## src/rtl/uart_pkg.sv

```systemverilog
// Shared definitions for the multi-format UART receiver.
// Register map, control/status bit positions, FSM states and FIFO entry.
package uart_pkg;

  localparam logic [1:0] ADDR_DATA   = 2'd0;
  localparam logic [1:0] ADDR_STATUS = 2'd1;
  localparam logic [1:0] ADDR_CTRL   = 2'd2;
  localparam logic [1:0] ADDR_DIV    = 2'd3;

  typedef enum logic [1:0] {
    PAR_NONE  = 2'd0,
    PAR_EVEN  = 2'd1,
    PAR_ODD   = 2'd2,
    PAR_NONE2 = 2'd3
  } parity_e;

  localparam int CTL_BITS_LSB = 0;
  localparam int CTL_PAR_LSB  = 2;
  localparam int CTL_STOP2    = 4;
  localparam int CTL_IRQ_EN   = 5;

  localparam logic [5:0] CTRL_RESET = 6'h03;

  localparam int ST_EMPTY   = 0;
  localparam int ST_FULL    = 1;
  localparam int ST_OVR     = 2;
  localparam int ST_BRK     = 3;
  localparam int ST_BUSY    = 4;
  localparam int ST_CNT_LSB = 8;

  typedef enum logic [2:0] {
    S_IDLE,
    S_START,
    S_DATA,
    S_PARITY,
    S_STOP
  } rx_state_e;

  typedef struct packed {
    logic       perr;
    logic       ferr;
    logic [7:0] data;
  } rx_entry_t;

  function automatic logic vote3(input logic a, input logic b, input logic c);
    return (a & b) | (a & c) | (b & c);
  endfunction

endpackage

```

## src/rtl/uart_rx_multi_if.sv

```systemverilog
// Peripheral-bus request/ready handshake for the UART receiver.
// The CPU side is the master, the receiver is the slave.
interface uart_rx_multi_if;
  logic        i_request;
  logic        i_rw;
  logic [1:0]  i_address;
  logic [31:0] i_wdata;
  logic [31:0] o_rdata;
  logic        o_ready;

  modport master (
    output i_request, i_rw, i_address, i_wdata,
    input  o_rdata, o_ready
  );

  modport slave (
    input  i_request, i_rw, i_address, i_wdata,
    output o_rdata, o_ready
  );
endinterface

```

## src/rtl/uart_rx_fifo.sv

```systemverilog
// Synchronous FIFO with fill count and a registered head word.
// A pop on full frees the slot for a same-cycle push.
module uart_rx_fifo #(
  parameter  int WIDTH = 10,
  parameter  int DEPTH = 16,
  localparam int AW    = $clog2(DEPTH)
) (
  input  logic             i_clock,
  input  logic             i_reset,
  input  logic             i_push,
  input  logic [WIDTH-1:0] i_wdata,
  input  logic             i_pop,
  output logic             o_empty,
  output logic             o_full,
  output logic [AW:0]      o_count,
  output logic [WIDTH-1:0] o_head
);

  localparam logic [AW:0] CNT_FULL = DEPTH[AW:0];

  logic [WIDTH-1:0] r_mem [DEPTH];
  logic [AW-1:0]    r_wr;
  logic [AW-1:0]    r_rd;
  logic [AW:0]      r_count;
  logic [WIDTH-1:0] r_head;
  logic             w_pop;
  logic             w_push;
  logic [AW-1:0]    w_rd_nxt;

  assign o_empty  = (r_count == '0);
  assign o_full   = (r_count == CNT_FULL);
  assign o_count  = r_count;
  assign o_head   = r_head;
  assign w_pop    = i_pop && !o_empty;
  assign w_push   = i_push && (!o_full || w_pop);
  assign w_rd_nxt = w_pop ? r_rd + 1'b1 : r_rd;

  always_ff @(posedge i_clock) begin
    if (w_push) r_mem[r_wr] <= i_wdata;
  end

  always_ff @(posedge i_clock) begin
    if (i_reset) begin
      r_wr    <= '0;
      r_rd    <= '0;
      r_count <= '0;
      r_head  <= '0;
    end else begin
      if (w_push) r_wr <= r_wr + 1'b1;
      r_rd    <= w_rd_nxt;
      r_count <= r_count + {{AW{1'b0}}, w_push}
                         - {{AW{1'b0}}, w_pop};
      // a word landing on the new head slot bypasses the array
      if (w_push && r_wr == w_rd_nxt) r_head <= i_wdata;
      else                            r_head <= r_mem[w_rd_nxt];
    end
  end

endmodule

```

## src/rtl/uart_rx_multi.sv

```systemverilog
// Runtime-configurable UART receiver with 3-sample majority vote,
// error-tagged receive FIFO and sticky overrun/break flags.
import uart_pkg::*;

module uart_rx_multi #(
  parameter int OVERSAMPLE = 16,
  parameter int FIFO_DEPTH = 16,
  parameter int DIV_RESET  = 50000000 / (115200 * 16)
) (
  input  logic            i_clock,
  input  logic            i_reset,
  uart_rx_multi_if.slave  bus,
  output logic            o_irq,
  input  logic            UART_RX
);

  localparam int AW = $clog2(FIFO_DEPTH);
  localparam int PW = $clog2(OVERSAMPLE);
  localparam logic [PW-1:0] PH_S0   = PW'(OVERSAMPLE / 2 - 1);
  localparam logic [PW-1:0] PH_S1   = PW'(OVERSAMPLE / 2);
  localparam logic [PW-1:0] PH_S2   = PW'(OVERSAMPLE / 2 + 1);
  localparam logic [PW-1:0] PH_LAST = PW'(OVERSAMPLE - 1);

  logic [1:0]  r_sync;
  logic        r_rx_prev;
  logic [15:0] r_div;
  logic [15:0] r_tcnt;
  logic [5:0]  r_ctrl;
  rx_state_e   r_state;
  logic [PW-1:0] r_ph;
  logic        r_s0;
  logic        r_s1;
  logic [2:0]  r_bit;
  logic [7:0]  r_data;
  logic        r_perr;
  logic        r_ferr;
  logic        r_zero;
  logic        r_stop2;
  logic        r_push;
  rx_entry_t   r_entry;
  logic        r_ovr;
  logic        r_brk;
  logic        r_irq;
  logic        r_busy;
  logic        r_ready;
  logic [31:0] r_rdata;

  logic        w_rx;
  logic        w_tick;
  logic [15:0] w_div_eff;
  logic [15:0] w_wdiv;
  logic        w_acc;
  logic        w_wr;
  logic        w_rd;
  logic        w_pop;
  logic        w_div_wr;
  logic        w_clr_ovr;
  logic        w_clr_brk;
  logic        w_ovr_set;
  logic        w_brk_set;
  logic        w_vote;
  logic        w_vote_tick;
  logic        w_last_stop;
  logic        w_par_en;
  logic        w_par_exp;
  parity_e     w_par;
  logic        w_empty;
  logic        w_full;
  logic [AW:0] w_count;
  rx_entry_t   w_head;
  logic [31:0] w_status;
  logic [31:0] w_rd_mux;
  logic        w_unused;

  assign w_rx     = r_sync[1];
  assign w_tick   = (r_tcnt == '0);
  assign w_div_eff = (r_div == '0) ? 16'd1 : r_div;
  assign w_wdiv   = (bus.i_wdata[15:0] == '0) ? 16'd1
                                             : bus.i_wdata[15:0];
  assign w_unused = ^bus.i_wdata[31:16];

  assign w_acc     = bus.i_request && r_busy && !r_ready;
  assign w_wr      = w_acc && bus.i_rw;
  assign w_rd      = w_acc && !bus.i_rw;
  assign w_pop     = w_rd && bus.i_address == ADDR_DATA && !w_empty;
  assign w_div_wr  = w_wr && bus.i_address == ADDR_DIV;
  assign w_clr_ovr = w_wr && bus.i_address == ADDR_STATUS
                  && bus.i_wdata[ST_OVR];
  assign w_clr_brk = w_wr && bus.i_address == ADDR_STATUS
                  && bus.i_wdata[ST_BRK];

  assign w_par       = parity_e'(r_ctrl[CTL_PAR_LSB +: 2]);
  assign w_par_en    = (w_par == PAR_EVEN) || (w_par == PAR_ODD);
  assign w_par_exp   = (w_par == PAR_ODD) ? ~^r_data : ^r_data;
  assign w_vote      = vote3(r_s0, r_s1, w_rx);
  assign w_vote_tick = w_tick && r_ph == PH_S2 && r_state != S_IDLE;
  assign w_last_stop = !r_ctrl[CTL_STOP2] || r_stop2;
  assign w_brk_set   = w_vote_tick && r_state == S_STOP && w_last_stop
                    && r_zero && !w_vote;
  assign w_ovr_set   = r_push && w_full && !w_pop;

  assign bus.o_ready = r_ready && bus.i_request;
  assign bus.o_rdata = r_rdata;
  assign o_irq       = r_irq;

  always_ff @(posedge i_clock) begin
    if (i_reset) begin
      r_div  <= DIV_RESET[15:0];
      r_tcnt <= '0;
    end else if (w_div_wr) begin
      r_div  <= bus.i_wdata[15:0];
      r_tcnt <= w_wdiv - 16'd1;
    end else if (w_tick) begin
      r_tcnt <= w_div_eff - 16'd1;
    end else begin
      r_tcnt <= r_tcnt - 16'd1;
    end
  end

  always_ff @(posedge i_clock) begin
    if (i_reset) begin
      r_sync    <= 2'b11;
      r_rx_prev <= 1'b1;
      r_state   <= S_IDLE;
      r_ph      <= '0;
      r_s0      <= 1'b1;
      r_s1      <= 1'b1;
      r_bit     <= '0;
      r_data    <= '0;
      r_perr    <= 1'b0;
      r_ferr    <= 1'b0;
      r_zero    <= 1'b0;
      r_stop2   <= 1'b0;
      r_push    <= 1'b0;
      r_entry   <= '0;
    end else begin
      r_sync    <= {r_sync[0], UART_RX};
      r_rx_prev <= w_rx;
      r_push    <= 1'b0;
      if (r_state == S_IDLE) begin
        if (r_rx_prev && !w_rx) begin
          r_state <= S_START;
          r_ph    <= '0;
          r_bit   <= '0;
          r_data  <= '0;
          r_perr  <= 1'b0;
          r_ferr  <= 1'b0;
          r_zero  <= 1'b1;
          r_stop2 <= 1'b0;
        end
      end else if (w_tick) begin
        r_ph <= (r_ph == PH_LAST) ? '0 : r_ph + 1'b1;
        if (r_ph == PH_S0) r_s0 <= w_rx;
        if (r_ph == PH_S1) r_s1 <= w_rx;
        if (r_ph == PH_S2) begin
          if (w_vote) r_zero <= 1'b0;
          unique case (r_state)
            S_START:  if (w_vote) r_state <= S_IDLE;
            S_DATA:   r_data[r_bit] <= w_vote;
            S_PARITY: if (w_vote != w_par_exp) r_perr <= 1'b1;
            S_STOP: begin
              if (!w_vote) r_ferr <= 1'b1;
              // leave mid-bit so a back-to-back start edge is caught
              if (w_last_stop) begin
                r_push  <= 1'b1;
                r_entry <= {r_perr, r_ferr | ~w_vote, r_data};
                r_state <= S_IDLE;
              end
            end
            default: ;
          endcase
        end
        if (r_ph == PH_LAST) begin
          unique case (r_state)
            S_START: r_state <= S_DATA;
            S_DATA: begin
              if (r_bit == {1'b1, r_ctrl[1:0]})
                r_state <= w_par_en ? S_PARITY : S_STOP;
              else
                r_bit <= r_bit + 3'd1;
            end
            S_PARITY: r_state <= S_STOP;
            S_STOP:   r_stop2 <= 1'b1;
            default: ;
          endcase
        end
      end
    end
  end

  uart_rx_fifo #(
    .WIDTH (10),
    .DEPTH (FIFO_DEPTH)
  ) u_fifo (
    .i_clock (i_clock),
    .i_reset (i_reset),
    .i_push  (r_push),
    .i_wdata (r_entry),
    .i_pop   (w_pop),
    .o_empty (w_empty),
    .o_full  (w_full),
    .o_count (w_count),
    .o_head  (w_head)
  );

  always_comb begin
    w_status = '0;
    w_status[ST_EMPTY] = w_empty;
    w_status[ST_FULL]  = w_full;
    w_status[ST_OVR]   = r_ovr;
    w_status[ST_BRK]   = r_brk;
    w_status[ST_BUSY]  = (r_state != S_IDLE);
    w_status[ST_CNT_LSB +: AW + 1] = w_count;
  end

  always_comb begin
    w_rd_mux = '0;
    unique case (bus.i_address)
      ADDR_DATA:   w_rd_mux = w_empty ? '0 : {22'b0, w_head};
      ADDR_STATUS: w_rd_mux = w_status;
      ADDR_CTRL:   w_rd_mux = {26'b0, r_ctrl};
      ADDR_DIV:    w_rd_mux = {16'b0, r_div};
      default:     w_rd_mux = '0;
    endcase
  end

  always_ff @(posedge i_clock) begin
    if (i_reset) begin
      r_ctrl  <= CTRL_RESET;
      r_ovr   <= 1'b0;
      r_brk   <= 1'b0;
      r_irq   <= 1'b0;
      r_busy  <= 1'b0;
      r_ready <= 1'b0;
      r_rdata <= '0;
    end else begin
      r_ovr <= (r_ovr & ~w_clr_ovr) | w_ovr_set;
      r_brk <= (r_brk & ~w_clr_brk) | w_brk_set;
      r_irq <= (!w_empty && r_ctrl[CTL_IRQ_EN]) || r_ovr || r_brk;
      if (!bus.i_request) begin
        r_busy  <= 1'b0;
        r_ready <= 1'b0;
      end else if (!r_busy) begin
        r_busy <= 1'b1;
      end else if (!r_ready) begin
        r_ready <= 1'b1;
        if (!bus.i_rw) r_rdata <= w_rd_mux;
        else if (bus.i_address == ADDR_CTRL)
          r_ctrl <= bus.i_wdata[5:0];
      end
    end
  end

endmodule

```

## src/flat_wrapper.sv

```systemverilog
// flat-port wrapper written by rule: the top's interface ports become plain ports
module uart_rx_multi_flat 
#(
  parameter int OVERSAMPLE = 16,
  parameter int FIFO_DEPTH = 16,
  parameter int DIV_RESET  = 50000000 / (115200 * 16)
)
  (i_clock, i_reset, o_irq, UART_RX, bus_i_request, bus_i_rw, bus_i_address, bus_i_wdata, bus_o_rdata, bus_o_ready);
  uart_rx_multi_if bus_i ();
  input  logic i_clock;
  input  logic i_reset;
  output logic o_irq;
  input  logic UART_RX;
  input wire logic [$bits(bus_i.i_request)-1:0] bus_i_request;
  input wire logic [$bits(bus_i.i_rw)-1:0] bus_i_rw;
  input wire logic [$bits(bus_i.i_address)-1:0] bus_i_address;
  input wire logic [$bits(bus_i.i_wdata)-1:0] bus_i_wdata;
  output wire logic [$bits(bus_i.o_rdata)-1:0] bus_o_rdata;
  output wire logic [$bits(bus_i.o_ready)-1:0] bus_o_ready;
  assign bus_i.i_request = bus_i_request;
  assign bus_i.i_rw = bus_i_rw;
  assign bus_i.i_address = bus_i_address;
  assign bus_i.i_wdata = bus_i_wdata;
  assign bus_o_rdata = bus_i.o_rdata;
  assign bus_o_ready = bus_i.o_ready;
  uart_rx_multi #(.OVERSAMPLE(OVERSAMPLE), .FIFO_DEPTH(FIFO_DEPTH), .DIV_RESET(DIV_RESET)) u_core (.i_clock(i_clock), .i_reset(i_reset), .bus(bus_i), .o_irq(o_irq), .UART_RX(UART_RX));
endmodule
```

## config.mk

```make
export PLATFORM = sky130hd
export DESIGN_NAME = uart_rx_multi_flat
export DESIGN_NICKNAME = d
export VERILOG_FILES = /design/src/rtl/uart_pkg.sv /design/src/rtl/uart_rx_multi_if.sv /design/src/rtl/uart_rx_fifo.sv /design/src/rtl/uart_rx_multi.sv /design/src/flat_wrapper.sv
export SDC_FILE = /design/constraint.sdc
export NUM_CORES = 1
export LEC_CHECK = 0
export CAP_MARGIN = 20
export CORE_AREA = 2 2 172 174
export DETAILED_ROUTE_END_ITERATION = 6
export DIE_AREA = 0 0 174 176
export GPL_TIMING_DRIVEN = 0
export SLEW_MARGIN = 10
export SYNTH_ARGS = -nofsm -noshare
export SYNTH_HDL_FRONTEND = slang
export SYNTH_SLANG_ARGS = --single-unit
export TNS_END_PERCENT = 1
```

## constraint.sdc

```tcl
create_clock -name i_clock -period 8.7 [get_ports i_clock]
set_input_delay 0.87 -clock i_clock [delete_from_list [all_inputs] [get_ports i_clock]]
set_output_delay 0.87 -clock i_clock [all_outputs]
set_load 0.005 [all_outputs]
```

Word level (Yosys, flattened, before mapping) --
Memory sizes are Yosys's and may differ from the RTL's. A register that Yosys moved wholly into a read port is not among the register bits. Cells that the tools add are included.
Operators by class: reduce and logical (&&, ||, !) cells 68, bitwise operators 20, muxes and demuxes 61, $lt $le $gt $ge 2, eq/ne operators 19, add/sub/neg operators 9
Operators by type and width (number):
- 32-bit case mux with 4 select lines | 1
- 16-bit 2-to-1 mux | 4
- 16-bit logical NOT | 3
- 16-bit by 1-bit subtractor with 16-bit output (second input constant) | 3
- 3-bit 2-to-1 mux | 15
- 8-bit 2-to-1 mux | 5
- 1-bit 2-to-1 mux | 26
- 5-bit AND reduction | 5
- 1-bit logical AND | 24
- 4-bit 2-to-1 mux | 5
- 4-bit AND reduction | 4
- 2-bit nonzero test | 8
- 4-bit by 1-bit adder with 4-bit output (second input constant) | 3
- 4-bit equality test (second input constant) | 3
- 10-bit 2-to-1 mux | 1
- 1-bit inverter | 10
- 3-bit case mux with 3 select lines | 1
- 8-bit bitwise mux | 1
- 1-bit logical NOT | 8
- 8-bit XNOR reduction | 1
- 8-bit parity | 1
- 2-bit equality test (second input constant) | 3
- 3-bit by 2-bit equality test with 1-bit output (second input constant) | 2
- 3-bit case mux with 2 select lines | 1
- 26 further kinds | 41
Word-level totals: register bits 126, output and inout bits 34, word-level logic and storage cells 208, memories 1, input port bits 39, bits in writable memories 160
Memory list:
- u_core.u_fifo.r_mem | words 16, bits a word 10, rd ports 1, clocked after Yosys merged registers in 1, write ports 1, RTL line uart_rx_fifo.sv:21 | logic [WIDTH-1:0] r_mem [DEPTH];

Longest topological paths before layout --
depth after elaboration 11, depth in mapped cells 15, depth with buffers taken out 14

Cells and area by module --
A second synthesis with hierarchy kept.
Second synthesis, totals: cell total of the unflattened synthesis 1164, area, all modules 13834.5 µm²
Modules (own cells, without submodules):
- uart_rx_fifo | cells an instance 547, area an instance 8834.7 µm², seq. area each 5265.0 µm², instances 1
- uart_rx_multi | cells an instance 617, area an instance 4999.8 µm², seq. area each 1941.9 µm², instances 1

Worst setup path before layout --
OpenSTA, ideal clock, no wires.
path kind in2reg, start point input port bus_i_address[0], end point register u_core.r_tcnt[10], stages on the path 12, setup time 70 ps, buffers on the path 4, data arrival time 3607 ps, required time 8630 ps, setup slack 5023 ps, cell sequence buf_2 nand2_1 nor2_1 clkbuf_1 clkbuf_1 clkbuf_1 o21a_1 ha_1 o211ai_1 or3_1 or3_1 a21oi_1
Between the ends: longest elaborated chain between the ends 3
Ends and longest elaborated chain:
- from (decl) | RTL line flat_wrapper.sv:16 | input wire logic [$bits(bus_i.i_address)-1:0] bus_i_address;
- 2-bit equality test | RTL line uart_rx_multi.sv:86 | assign w_div_wr = w_wr && bus.i_address == ADDR_DIV;
- 1-bit logical AND | RTL line uart_rx_multi.sv:86
- 16-bit 2-to-1 mux | RTL line uart_rx_multi.sv:110 | end else if (w_div_wr) begin
- to (signal assigned) | RTL line uart_rx_multi.sv:112 | r_tcnt <= w_wdiv - 16'd1;
- to (signal assigned) | RTL line uart_rx_multi.sv:114 | r_tcnt <= w_div_eff - 16'd1;
- to (signal assigned) | RTL line uart_rx_multi.sv:116 | r_tcnt <= r_tcnt - 16'd1;
- to (decl) | RTL line uart_rx_multi.sv:27 | logic [15:0] r_tcnt;
No other way between the ends. A chain may end at the register's enable or synchronous reset.

Final worst setup path --
start point input port bus_i_request, end point register u_core.r_tcnt[10]
Between the ends: longest elaborated chain between the ends 5
Ends and longest elaborated chain:
- from (decl) | RTL line flat_wrapper.sv:14 | input wire logic [$bits(bus_i.i_request)-1:0] bus_i_request;
- 1-bit logical AND (2 in a row) | RTL line uart_rx_multi.sv:82 | assign w_acc = bus.i_request && r_busy && !r_ready;
- 1-bit logical AND | RTL line uart_rx_multi.sv:83 | assign w_wr = w_acc && bus.i_rw;
- 1-bit logical AND | RTL line uart_rx_multi.sv:86
- 16-bit 2-to-1 mux | RTL line uart_rx_multi.sv:110
No other way between the ends.

==> flow_metrics.py <==
metrics = {
    "outcome": {
        "status": "finished clean",
    },
    "finish": {
        "syn_to_final_growth_pct": 15.6,
        "final_common_cell": "edfxtp_1",
        "layout.nets": 1277,
        "layout_common_cells": "edfxtp_1 (160), dfxtp_1 (120), nor2_1 (98), nand2_1 (89), a21oi_1 (77)",
        "drive_gt1_share_pct": 9.24,
        "diodes": 0,
    },
    "drt": {
        "vias": 9246,
        "firstDrtPassIters": 5,
        "wl_um": 33800,
        "via_per_inst": 5.68,
        "ant_nets": 0,
        "wl_per_cell_um": 20.8,
        "drcViolationCount": 0,
        "drt_iter0_drc": 795,
    },
    "setup_path": {
        "cp.required_ps": 9180,
        "arrival_ps": 5350,
        "cp-end-kind": "flip-flop",
        "path_max_fanout": 10,
        "critPathLaunchType": "input pin",
        "critPathKind": "input pin to flip-flop",
    },
    "sta": {
        "relSlewSlack_pct": 30.6,
        "min_period_ps": 4870,
        "fin_tns_setup_ps": 0,
        "hold_viol": 0,
        "fmaxAchievable_mhz": 205,
        "setup_viol": 0,
        "fin_crit_sh_pct": 56.0,
        "skew_ps": 14.8,
        "rsz0062_at_grt": "no",
        "setup_slack_ps": 3830,
        "maxSlewViolCount": 0,
        "worst_pin_slew_ps": 1040,
    },
    "placement": {
        "dp.final_hpwl_um": 24000,
        "place_congestion": 0.889,
        "post-place-ws_ps": 3380,
        "io_buffers": 40,
    },
    "synthesis": {
        "ys.flop_type": "edfxtp_1",
        "synth_edf_count": 160,
        "ys_seq_area_share_pct": 57.8,
        "yosysWarnings": 0,
        "synthCells": 1130,
        "syn_avg_cell_area_um2": 11.0,
        "ys_ff_latch": 280,
        "synth_area_um2": 12500,
        "synth.distinct_cells": 83,
        "synthArstFlopShare_pct": 0,
    },
    "hold_path": {
        "hold_path.class": "flip-flop to flip-flop",
    },
    "floorplan": {
        "fp-row-count": 62,
        "die_w_um": 174,
        "core_area_um2": 28500,
        "pin_count": 73,
        "initial_core_util_pct": 43.6,
        "dieArea_um2": 30600,
        "die_h_um": 176,
    },
    "power_and_ir_drop": {
        "ir_drop_mv": 0.151,
        "power_density_nw_per_um2": 213,
        "p_leak_nw": 5.18,
    },
    "clock_network": {
        "clockBufferDepth": 3,
        "cts_tree": "yes",
        "htree_levels": 1,
        "post_cts_buffers": 0,
        "cts.sinks": 280,
        "clockRootBuffer": "clkbuf_16",
        "cts_inserted_buffers": 30,
        "hold_buffers": 0,
        "cts.reportedPaths.clkPinSlew_ps": 60,
        "ctsResizeCount": 0,
        "clk_latency_ps": 560,
    },
    "global_route": {
        "grt_pass1_vias": 8817,
        "grt_util_all_layers_pct": 21.8,
        "grt_max_degree": 19,
        "antenna_found_initial": 0,
        "overflow": 0,
        "grt_pass1_wl_um": 51700,
    },
    "flow_run": {
        "max_cap_viol_count": 0,
    },
}
==> per-layer routing <==
layer / global-route usage (%) / up-vias / part of all wire [%]
met1: 30.5 / 4508 / 45
met3: 3.23 / 40 / 6.5
met2: 36.1 / 307 / 47
met5: 0 / - / 0
met4: 5.04 / 0 / 1.7
li1: - / 4391 / -
==> critical path, cell delays in order <==
cell             delay [ps]
clkdlybuf4s50_1         530
nand4b_1                360
nor2_1                  530
clkbuf_1                500
clkbuf_1                500
clkbuf_1                480
o21a_1                  210
ha_1                    160
o211ai_1                200
or3_1                   470
or3_1                   390
a21oi_1                 140
==> path summary, 6_finish.rpt <==
path | from | endpoint | slack (ps) | cells after the start
setup / recovery | bus_i_request | u_core.r_tcnt[10] | 3830 | 12
hold / removal | u_core.r_sync[0] | u_core.r_sync[1] | 420 | 1
hold reg to reg | u_core.r_sync[0] | u_core.r_sync[1] | 420 | 1
setup reg to reg | u_core.r_ready | u_core.r_tcnt[10] | 4280 | 11
==> layout make-up <==
class	instances	area (um2)
fillers	2620	14100
flip-flops and latches	280	7210
multi-input cells	756	4820
clock buffers	42	837
well taps	384	480
plain buffers	86	428
repair buffers	43	420
clock inverters	14	124
inverters	23	86.3
==> registers in the layout, summed over array words and instances (netlist names), 2 cells and up <==
signal,flops
u_core.r_ctrl,6
u_core.r_div,16
u_core.u_fifo.o_count,5
u_core.r_sync,2
u_core.r_bit,3
u_core.u_fifo.r_mem,160
u_core.r_state,3
u_core.r_entry,10
u_core.u_fifo.o_head,10
u_core.u_fifo.r_wr,4
u_core.r_ph,4
u_core.u_fifo.r_rd,4
u_core.bus.o_rdata,16
u_core.r_tcnt,16
u_core.r_data,8
==> cell usage after synthesis (5+ instances only) <==
master | number | area [um2]
nor3_1 | 21 | 105
mux2i_1 | 65 | 651
ha_1 | 17 | 213
o32ai_1 | 6 | 52.6
inv_1 | 20 | 75.1
mux2_2 | 6 | 67.6
nor2_1 | 98 | 368
o22ai_1 | 7 | 43.8
o211ai_1 | 5 | 37.5
edfxtp_1 | 160 | 4800
o21ai_1 | 9 | 45.0
o31ai_1 | 8 | 60.1
a222oi_1 | 7 | 70.1
or2_2 | 7 | 43.8
o221a_2 | 6 | 67.6
or3_1 | 7 | 43.8
a221o_1 | 12 | 120
nand2b_1 | 6 | 37.5
buf_4 | 19 | 143
nor4_1 | 12 | 75.1
nand3_1 | 51 | 255
a221oi_1 | 5 | 43.8
o21a_1 | 7 | 52.6
dfxtp_1 | 120 | 2400
a31oi_1 | 17 | 106
nand4_1 | 11 | 68.8
xor2_1 | 9 | 78.8
o21ai_0 | 56 | 280
buf_2 | 9 | 45.0
xnor2_1 | 16 | 140
nand2_1 | 89 | 334
and3_1 | 7 | 43.8
clkbuf_1 | 51 | 191
o221ai_1 | 11 | 96.3
a21oi_1 | 77 | 385
nor2b_1 | 8 | 50.1
==> per-stage QoR <==
step	cells	instance area [um2]	utilization, %	hold slack (ps)	power (W)
after global routing	1628	14400	50.5	451	0.00319
after CTS	1627	14400	50.4	422	0.00309
after floorplan	1145	12500	-	389	0.00174
final	1628	14400	50.5	421	0.00307
after detailed placement	1571	13400	47.1	403	0.00186
after global placement	1569	13400	46.9	404	0.00185
==> power by group <==
group	switching (W)	internal, W
registers	0.0000236	0.00142
clock network	0.000512	0.000727
logic	0.000246	0.000147
==> kinds of logic (layout without fill, tap and decap cells) <==
family / Yosys count / count (layout) / synth area share (%)
fa+ha+maj: 19 / 19 / 1.95
flops: 280 / 280 / 57.8
compound gates: 277 / 277 / 14.8
mux: 71 / 71 / 5.76
other cells: 1 / 16 / 0.0301
xor+xnor: 27 / 27 / 2.02
buf+inv: 109 / 208 / 4.13
simple gates: 346 / 346 / 13.4
No activity file was read; power rests on OpenSTA's default activity.
